## src/rtl/fp_post_normalize.sv

```systemverilog
// rtl/fp_post_normalize.sv - FP add/sub back end: post-complement, iterative normalise, RNE round, pack
module fp_post_normalize #(
    parameter int EXP_W  = 8,
    parameter int MANT_W = 23
) (
    input  logic                      clk,
    input  logic                      rst_n,
    input  logic                      in_valid,
    output logic                      in_ready,
    input  logic                      in_sign,
    input  logic                      in_complement,
    input  logic [EXP_W-1:0]          in_exp,
    input  logic [MANT_W+4:0]         in_sum,
    output logic                      out_valid,
    input  logic                      out_ready,
    output logic [EXP_W+MANT_W:0]     out_result,
    output logic                      out_zero,
    output logic                      out_overflow
);
    localparam int M_W = MANT_W + 4;   // hidden + frac + G/R/S

    localparam logic [2:0] S_IDLE  = 3'd0;
    localparam logic [2:0] S_FIXUP = 3'd1;
    localparam logic [2:0] S_NORM  = 3'd2;
    localparam logic [2:0] S_ROUND = 3'd3;
    localparam logic [2:0] S_DONE  = 3'd4;

    logic [2:0]       state;
    logic             sign_q;
    logic             comp_q;
    logic             carry_q;         // after FIXUP: pending right-shift request
    logic             zero_q;
    logic [EXP_W:0]   exp_q;           // one spare bit so overflow is visible
    logic [M_W-1:0]   m_q;

    logic [M_W-1:0]   m_fix;
    logic             fix_zero;
    logic [MANT_W:0]  mant;
    logic             round_up;
    logic [MANT_W+1:0] rnd_sum;
    logic [EXP_W:0]   rnd_exp;
    logic [MANT_W-1:0] rnd_frac;
    logic             rnd_hidden;
    logic             rnd_ovf;

    assign in_ready  = (state == S_IDLE);
    assign out_valid = (state == S_DONE);

    // Post-complement of the captured magnitude and detection of an exact zero result
    always_comb begin
        m_fix    = m_q;
        if (comp_q && !carry_q) begin
            m_fix = ~m_q + M_W'(1);
        end
        fix_zero = (m_fix == '0) && !(!comp_q && carry_q);
    end

    // Round-to-nearest-even on the normalised mantissa and overflow detection
    always_comb begin
        mant       = m_q[M_W-1:3];
        round_up   = m_q[2] & (m_q[1] | m_q[0] | m_q[3]);
        rnd_sum    = {1'b0, mant} + (MANT_W+2)'(round_up);
        rnd_exp    = exp_q + (EXP_W+1)'(rnd_sum[MANT_W+1]);
        rnd_frac   = rnd_sum[MANT_W+1] ? '0 : rnd_sum[MANT_W-1:0];
        rnd_hidden = rnd_sum[MANT_W+1] | rnd_sum[MANT_W];
        rnd_ovf    = rnd_exp[EXP_W] | (&rnd_exp[EXP_W-1:0]);
    end

    // Operation sequencer: capture, fix up, normalise one bit per cycle, round/pack, hand off
    always_ff @(posedge clk or negedge rst_n) begin
        if (!rst_n) begin
            state        <= S_IDLE;
            sign_q       <= 1'b0;
            comp_q       <= 1'b0;
            carry_q      <= 1'b0;
            zero_q       <= 1'b0;
            exp_q        <= '0;
            m_q          <= '0;
            out_result   <= '0;
            out_zero     <= 1'b0;
            out_overflow <= 1'b0;
        end else begin
            case (state)
                S_IDLE: begin
                    if (in_valid) begin
                        sign_q  <= in_sign;
                        comp_q  <= in_complement;
                        carry_q <= in_sum[MANT_W+4];
                        zero_q  <= 1'b0;
                        exp_q   <= {1'b0, in_exp};
                        m_q     <= in_sum[MANT_W+3:0];
                        state   <= S_FIXUP;
                    end
                end
                S_FIXUP: begin
                    m_q <= m_fix;
                    // Under subtraction the carry only marks a positive difference; drop it
                    if (comp_q) begin
                        carry_q <= 1'b0;
                    end
                    if (comp_q && !carry_q) begin
                        sign_q <= ~sign_q;
                    end
                    if (fix_zero) begin
                        zero_q <= 1'b1;
                        sign_q <= comp_q ? 1'b0 : sign_q;
                        state  <= S_ROUND;
                    end else begin
                        state  <= S_NORM;
                    end
                end
                S_NORM: begin
                    if (carry_q) begin
                        // Right shift lands the carry in the hidden bit; the next NORM
                        // cycle then sees hidden=1, so this step counts as one shift.
                        m_q     <= {1'b1, m_q[M_W-1:2], m_q[1] | m_q[0]};
                        exp_q   <= exp_q + 1'b1;
                        carry_q <= 1'b0;
                    end else if (m_q[M_W-1] || exp_q <= 1) begin
                        state <= S_ROUND;
                    end else begin
                        m_q   <= {m_q[M_W-2:0], 1'b0};
                        exp_q <= exp_q - 1'b1;
                    end
                end
                S_ROUND: begin
                    out_zero     <= zero_q;
                    out_overflow <= 1'b0;
                    if (zero_q) begin
                        out_result <= {sign_q, {EXP_W{1'b0}}, {MANT_W{1'b0}}};
                    end else if (rnd_ovf) begin
                        out_result   <= {sign_q, {EXP_W{1'b1}}, {MANT_W{1'b0}}};
                        out_overflow <= 1'b1;
                    end else if (!rnd_hidden) begin
                        out_result <= {sign_q, {EXP_W{1'b0}}, rnd_frac};
                    end else begin
                        out_result <= {sign_q, rnd_exp[EXP_W-1:0], rnd_frac};
                    end
                    state <= S_DONE;
                end
                S_DONE: begin
                    if (out_ready) begin
                        state <= S_IDLE;
                    end
                end
                default: state <= S_IDLE;
            endcase
        end
    end
endmodule
```

## config.mk

```make
export PLATFORM = sky130hd
export DESIGN_NAME = fp_post_normalize
export DESIGN_NICKNAME = d
export VERILOG_FILES = /design/src/rtl/fp_post_normalize.sv
export SDC_FILE = /design/constraint.sdc
export NUM_CORES = 1
export LEC_CHECK = 0
export CORE_MARGIN = 1
export CORE_UTILIZATION = 45
export CTS_CLUSTER_SIZE = 14
export DETAILED_ROUTE_END_ITERATION = 10
export PLACE_DENSITY = 0.72
export SLEW_MARGIN = 30
export SYNTH_ARGS = -nofsm -noshare
export SYNTH_HDL_FRONTEND = slang
export SYNTH_SLANG_ARGS = --single-unit
export TNS_END_PERCENT = 50
```

## constraint.sdc

```tcl
create_clock -name clk -period 4.7 [get_ports clk]
set_input_delay 1.175 -clock clk [delete_from_list [all_inputs] [get_ports clk]]
set_output_delay 1.175 -clock clk [all_outputs]
set_load 0.02 [all_outputs]
```

==> results of run 1 <==
[per-layer routing]
layer,vias to the layer above,wire [microns],track usage
li1,2762,-,-
met1,2810,7790,0.364
met2,240,7860,0.424
met3,44,1110,0.0502
met4,0,587,0.122
met5,-,0,0
[cell usage in the layout, fill, tap and decap left out, drive strengths merged, types with 14 or more instances in the layout]
master         count
a221oi            16
xor2              15
mux2i             16
dfrtp             77
buf               14
xnor2             18
nand3             32
inv               21
nor2              65
a21oi             56
nand2             76
nor4              18
o21ai             96
nor3              29
clkdlybuf4s50     76
[cell families (layout without fill, tap and decap cells)]
family	after synthesis	count (layout)	share of synthesized area
XOR/XNOR	33	33	0.0497
flip-flops	77	77	0.331
buffers and inverters	90	127	0.0635
AO/OA/AOI/OAI	228	228	0.238
adder cells (fa/ha/maj)	8	8	0.0172
AND/OR/NAND/NOR	279	279	0.248
multiplexers	29	29	0.0527
[stage by stage]
step / power, mW / setup slack (ns) / cell area (sq um)
floorplan: 3.43 / 0.915 / 5810
global placement: 4.27 / 0.582 / 6620
detailed placement: 4.35 / 0.352 / 6620
CTS: 4.99 / 0.338 / 6880
global route: 5.42 / 0.132 / 6890
finish: 5.02 / 0.470 / 6890
[worst paths after layout]
kind,end,cells after the start
max,out_result[13],15
min,out_result[2],2
max reg2reg,out_result[13],15
min reg2reg,out_result[2],2
max in group asynchronous,m_q[2],1
min in group asynchronous,out_result[11],1
[state kept, by name (all words and copies together), names as in the netlist]
signal / count
carry_q: 1
state: 3
out_result: 32
zero_q: 1
out_zero: 1
exp_q: 9
sign_q: 1
m_q: 27
comp_q: 1
out_overflow: 1
[worst min-delay path: stages (launching register included)]
cell and delay, ns:
sky130_fd_sc_hd__dfrtp_1 0.34, sky130_fd_sc_hd__nand2_1 0.04, sky130_fd_sc_hd__o21ai_0 0.05
[cell type report]
type | instances | share of cell area
multi-input cells | 577 | 0.513
flip-flops and latches | 77 | 0.280
repair buffers | 90 | 0.126
clock buffers | 12 | 0.0343
well taps | 172 | 0.0312
inverters | 21 | 0.0114
clock inverters | 4 | 0.00363
[power groups by stage]
stage	Clock (mW)	Sequential, mW	Combinational, mW
CTS	0.646	1.55	2.80
global placement	0	1.54	2.72
detailed placement	0	1.56	2.78
floorplan	0	1.33	2.10
global route	0.673	1.63	3.12
finish	0.630	1.57	2.82
==> metrics.log, run 1 <==
[metrics] Post-synth EDFFs: 0
[metrics] netlist area before placement: just under 6000 sq um
[metrics] deepest level of the CTS H-tree: 3
[metrics] pin count of the biggest net entering global routing: 78
[metrics] largest cells by area after synthesis: sky130_fd_sc_hd__dfrtp_1, sky130_fd_sc_hd__o21ai_0, sky130_fd_sc_hd__nand2_1, sky130_fd_sc_hd__a21oi_1, sky130_fd_sc_hd__nor2_1
[metrics] number of instances resized during post-cts repair: 0
[metrics] number of inserted filler cells in the final layout: approximately 1200
[metrics] register-to-register setup slack: about 0.47 ns
[metrics] vias in the first global route: around 5400
[metrics] initial antenna violation count: 0
[metrics] area of the multi-input gates: about 3500 sq um
[metrics] kind of launch point of the worst setup path: flip-flop
[metrics] final count of hold timing violations: 0
[metrics] worst slew slack as a fraction of its limit: 0.438
[metrics] Critical Path RT: approximately 5.0 ns
[metrics] endpoint type of the worst setup path: flip-flop
[metrics] Static Leakage: between 2 and 3 nW
[metrics] sequential fraction of design power: 0.312
[metrics] average cell area after synthesis: between 7 and 8 sq um
[metrics] buffers inserted by post-CTS timing repair: 0
[metrics] Via density: 6.14
[metrics] setup TNS after final layout: 0 ns
[metrics] max-slew violation total from the final report: 0
[metrics] Overflow after GRT: 0
[metrics] die extent in y: approximately 120 microns
[metrics] sequential standard cell area: 1930 sq um
[metrics] class of the most critical setup path: flip-flop to flip-flop
[metrics] total die area: around 13000 sq um
[metrics] Area growth syn-to-layout: 18.5%
[metrics] fraction of layout instances using a drive strength above 1: 0.0871
[metrics] number of maximum-capacitance constraint violations: 0
[metrics] count of state elements after synthesis: 77
[metrics] final antenna diode count: 0
[metrics] ordered cell list for the critical path: and2_1 -> ha_1 -> nand4_1 -> nor3_2 -> nand3_1 -> nor3_1 -> ha_1 -> ha_1 -> and4b_1 -> o211ai_1 -> a21oi_1 -> o22ai_1 -> nand2_1 -> or2_2 -> o21ai_0
[metrics] power per cell area: about 730 nW/um^2
[metrics] worst voltage drop across the vdd grid: between 0.0003 and 0.0004 V
[metrics] number of clock sinks seen by CTS: a little under 80
[metrics] CTS buffer count: 9
[metrics] post-layout utilization of the core: 0.546
[metrics] count of unresolved DRC violations after routing: 0
[metrics] half-perimeter wire length after placement: approximately 12 mm
[metrics] final std cells w/o fill: approximately 950
[metrics] final worst path period share: 0.900
[metrics] Die Wd: ~120 microns
[metrics] initial detailed-routing violation count: roughly 580
[metrics] area share of the leading cell type in the synthesized netlist: 0.331
[metrics] most prevalent standard cell on the critical path: sky130_fd_sc_hd__ha_1
[metrics] part of the total power dissipated in the clock network: 0.126
[metrics] crit-path leading delay family: simple AND/OR/NAND/NOR gates
[metrics] library cells used by synthesis: 66
[metrics] routed len/inst: between 15 and 20 microns
[metrics] global-route wire length before repair: 27.9 mm
[metrics] area of the core: roughly 13000 sq um
[metrics] number of cell rows: between 40 and 50
[metrics] number of buffers on the longest clock path: 2
[metrics] internal power summed over all cells: around 2.5 mW
[metrics] post-route antenna net violation count: 0
[metrics] clock insertion delay at the later pin of the skew report: 0.34 ns
[metrics] min Tclk post-route: around 4.2 ns
[metrics] sequential cell area fraction in the yosys report: 0.331
[metrics] instance count of the mapped netlist: ~740
[metrics] Pre-Repair DR Iteration Count: 5
[metrics] clock slew at reported path FFs: 0.06 ns
[metrics] Total Routed Length: 17.4 mm
[metrics] arrival time worst endpoint: about 4.5 ns
[metrics] final estimated routing congestion in global placement: slightly above 0.9
[metrics] count of buffer and inverter cells on the critical path: 0
[metrics] master of the slowest instance on the critical path: sky130_fd_sc_hd__dfrtp_2
[metrics] start point of the critical path: m_q[2]
[metrics] unrepaired setup endpoints after global routing: no
[metrics] yosys synthesis warning count: 0
[metrics] Worst Max-Slew Pin Slew: about 0.84 ns
[metrics] highest clock frequency the design can meet: roughly 240 MHz
[metrics] startpoint of the worst hold path: out_result[2]
[metrics] quantity of I/O buffers inserted on ports: between 70 and 80
[metrics] Yosys top cell by area: sky130_fd_sc_hd__dfrtp_1
[metrics] startpoint of the most critical register-to-register path: m_q[2]
[metrics] final setup violation count: 0
[metrics] prevailing post-synth register cell: sky130_fd_sc_hd__dfrtp_1
[metrics] ranking of synthesized cells by instance count: sky130_fd_sc_hd__o21ai_0, sky130_fd_sc_hd__dfrtp_1, sky130_fd_sc_hd__nand2_1
[metrics] # placed instances: ~940
[metrics] run status: finished clean
[metrics] Post-Synthesis Net Count: slightly below 800
[metrics] number of buffers inserted by hold repair at cts: 0
[metrics] CTS tree: yes
[metrics] library cell used as clock root buffer: sky130_fd_sc_hd__clkbuf_16
[metrics] maximum cell stage delay along the critical path: about 0.54 ns
[metrics] Total GRT Usage: 0.271
[metrics] most common cell in the synthesized netlist: sky130_fd_sc_hd__o21ai_0
[metrics] class of the worst hold path: flip-flop to flip-flop
[metrics] largest fanout of any net on the critical path: 19
[metrics] effective utilization at floorplan: 0.461
[metrics] Hold WS: roughly 0.47 ns
[metrics] vias: ~5900
[metrics] total net switching power: roughly 2.5 mW
[metrics] Final Net Count: slightly above 800
[metrics] proportion of power drawn by combinational gates: 0.562
[metrics] Clock Skews: slightly below 0.008 ns
[metrics] fraction of registers with async set or reset after synthesis: 1.00
[metrics] Switching Fraction: 0.506
[metrics] I/O pin count: 78
Power figures use the tool's default switching activity.
==> run 2: changes to the inputs <==
--- a/config.mk
+++ b/config.mk
@@ -7,9 +7,11 @@
 export LEC_CHECK = 0
 export CORE_MARGIN = 1
 export CORE_UTILIZATION = 45
+export CTS_CLUSTER_DIAMETER = 50
 export CTS_CLUSTER_SIZE = 14
 export DETAILED_ROUTE_END_ITERATION = 10
 export PLACE_DENSITY = 0.72
+export SKIP_LAST_GASP = 1
 export SLEW_MARGIN = 30
 export SYNTH_ARGS = -nofsm -noshare
 export SYNTH_HDL_FRONTEND = slang
==> results of run 2 <==
Same layout as run 1: the final DEF is identical, and so are final timing and power.
==> run 3: changes to the inputs <==
--- a/config.mk
+++ b/config.mk
@@ -5,10 +5,10 @@
 export SDC_FILE = /design/constraint.sdc
 export NUM_CORES = 1
 export LEC_CHECK = 0
-export CORE_MARGIN = 1
+export CORE_MARGIN = 2
 export CORE_UTILIZATION = 45
 export CTS_CLUSTER_DIAMETER = 50
-export CTS_CLUSTER_SIZE = 14
+export CTS_CLUSTER_SIZE = 16
 export DETAILED_ROUTE_END_ITERATION = 10
 export PLACE_DENSITY = 0.72
 export SKIP_LAST_GASP = 1
==> metrics.log, run 3 (synthesized netlist as in run 1, its figures left out) <==
[metrics] effective utilization at floorplan: 0.461
[metrics] max-slew violation total from the final report: 0
[metrics] number of maximum-capacitance constraint violations: 0
[metrics] buffers inserted by post-CTS timing repair: 0
[metrics] master of the slowest instance on the critical path: sky130_fd_sc_hd__dfrtp_2
[metrics] final worst setup slack: 0.432 ns
[metrics] post-route antenna net violation count: 0
[metrics] post-layout utilization of the core: 0.551
[metrics] highest clock frequency the design can meet: about 230 MHz
[metrics] setup TNS after final layout: 0 ns
[metrics] half-perimeter wire length after placement: 12.1 mm
[metrics] area of the core: around 13000 sq um
[metrics] vias: approximately 5900
[metrics] library cell used as clock root buffer: sky130_fd_sc_hd__clkbuf_16
[metrics] min Tclk post-route: between 4 and 5 ns
[metrics] Total GRT Usage: 0.253
[metrics] endpoint type of the worst setup path: flip-flop
[metrics] startpoint of the worst hold path: out_result[10]
[metrics] number of buffers on the longest clock path: 2
[metrics] start point of the critical path: m_q[3]
[metrics] count of unresolved DRC violations after routing: 0
[metrics] unrepaired setup endpoints after global routing: no
[metrics] class of the most critical setup path: flip-flop to flip-flop
[metrics] arrival time worst endpoint: 4.52 ns
[metrics] register-to-register setup slack: 0.43 ns
[metrics] number of clock sinks seen by CTS: just under 80
[metrics] CTS tree: yes
[metrics] ordered cell list for the critical path: and2_1 -> ha_1 -> nand4_1 -> nor3_2 -> nand3_1 -> nor3_1 -> ha_1 -> ha_1 -> and4b_1 -> o211ai_1 -> a21oi_1 -> o22ai_1 -> nand2_1 -> or2_2 -> o21ai_0
[metrics] die extent in y: approximately 120 microns
[metrics] quantity of I/O buffers inserted on ports: 77
[metrics] CTS buffer count: 9
[metrics] clock insertion delay at the later pin of the skew report: 0.35 ns
[metrics] Total Routed Length: 17.7 mm
[metrics] most frequent cells in the layout: sky130_fd_sc_hd__o21ai_0, sky130_fd_sc_hd__nand2_1, sky130_fd_sc_hd__clkdlybuf4s50_1
[metrics] maximum cell stage delay along the critical path: between 0.5 and 0.6 ns
[metrics] worst slew slack as a fraction of its limit: 0.429
[metrics] kind of launch point of the worst setup path: flip-flop
[metrics] Clock Skews: 0.00973 ns
[metrics] run status: finished clean
[metrics] Pre-Repair DR Iteration Count: 5
[metrics] most prevalent standard cell on the critical path: sky130_fd_sc_hd__ha_1
[metrics] Overflow after GRT: 0
[metrics] global-route wire length before repair: between 20 and 30 mm
[metrics] number of cell rows: 41
[metrics] vias in the first global route: roughly 5400
[metrics] total die area: approximately 14000 sq um
[metrics] startpoint of the most critical register-to-register path: m_q[3]
[metrics] final antenna diode count: 0
[metrics] class of the worst hold path: flip-flop to flip-flop
[metrics] clock slew at reported path FFs: approximately 0.06 ns
[metrics] Area growth syn-to-layout: 19.5%
[metrics] Final Net Count: between 800 and 900
[metrics] final estimated routing congestion in global placement: between 0.9 and 1
[metrics] final count of hold timing violations: 0
[metrics] Setup WS pre-CTS: 0.407 ns
[metrics] worst voltage drop across the vdd grid: 0.000371 V
[metrics] fraction of layout instances using a drive strength above 1: 0.0873
[metrics] number of flip-flops in the largest register: 32
[metrics] pin count of the biggest net entering global routing: 49
[metrics] largest fanout of any net on the critical path: 19
[metrics] initial antenna violation count: 0
[metrics] Static Leakage: between 2 and 3 nW
[metrics] final worst path period share: 0.908
[metrics] most flop-heavy register: out_result
[metrics] final setup violation count: 0
[metrics] routed len/inst: between 15 and 20 microns
[metrics] Critical Path RT: between 4 and 5 ns
[metrics] Via density: 6.16
[metrics] most frequent standard cell in the layout excluding fill and tap cells: sky130_fd_sc_hd__o21ai_0
[metrics] Worst Max-Slew Pin Slew: between 0.8 and 0.9 ns
[metrics] Regs by FF count: out_result x32, m_q x27, exp_q x9
[metrics] power per cell area: 741 nW/um^2
[metrics] I/O pin count: 78
[metrics] initial detailed-routing violation count: 565
[metrics] Die Wd: 118 microns
[metrics] deepest level of the CTS H-tree: 3
[run 3: cell count changes in the layout (fill, tap and decap cells not counted), sizes merged]
cell | previous run | this run
buf | 14 | 12
inv | 21 | 22
clkbuf | 12 | 10
clkinvlp | 2 | 1
bufinv | 0 | 2
[run 3: layout make-up]
type	count	area [sq um]
multi-input cells	577	3550
clock inverters	6	86.3
flip-flops and latches	77	1930
inverters	21	78.8
fillers	1197	5670
clock buffers	10	229
well taps	172	215
repair buffers	88	863
[run 3: worst paths after layout]
kind	end	cells after the start
setup / recovery	out_result[15]	15
hold / removal	out_result[10]	2
setup reg to reg	out_result[15]	15
hold reg to reg	out_result[10]	2
max in group asynchronous	out_result[18]	2
min in group asynchronous	m_q[8]	1
[run 3: critical path: cells and delay by family, from the launching register on]
family	cells	cell delay, ns
AOI/OAI and AO/OA	4	0.72
adders and majority gates	3	0.75
DFF	1	0.55
and+or+nand+nor	8	2.16
[run 3: layer usage]
layer / wire length, microns / global-route usage
met5: 0 / 0
met4: 326 / 0.0783
met3: 1310 / 0.0475
met2: 8150 / 0.395
met1: 7870 / 0.356
[run 3: power by group]
group | internal, mW | switching, mW | leakage, nW
clock network | 0.465 | 0.294 | 0.153
registers | 0.967 | 0.641 | 0.963
logic | 1.15 | 1.64 | 1.52
[run 3: timing repair]
| item | 4_1_cts | 5_1_grt |
|---|---|---|
| gates resized for setup | 0 | 1 |
| hold buffers | 0 | 0 |
| setup endpoints to repair | 0 | 15 |
[run 3: through the flow]
stage | total power [mW] | hold WS, ns | instances | instance area (sq um)
floorplan | 3.43 | 0.495 | 744 | 5810
detailed placement | 4.34 | 0.471 | 935 | 6630
global placement | 4.24 | 0.463 | 934 | 6600
global route | 5.52 | 0.513 | 951 | 6950
CTS | 5.10 | 0.483 | 951 | 6940
finish | 5.15 | 0.476 | 951 | 6950
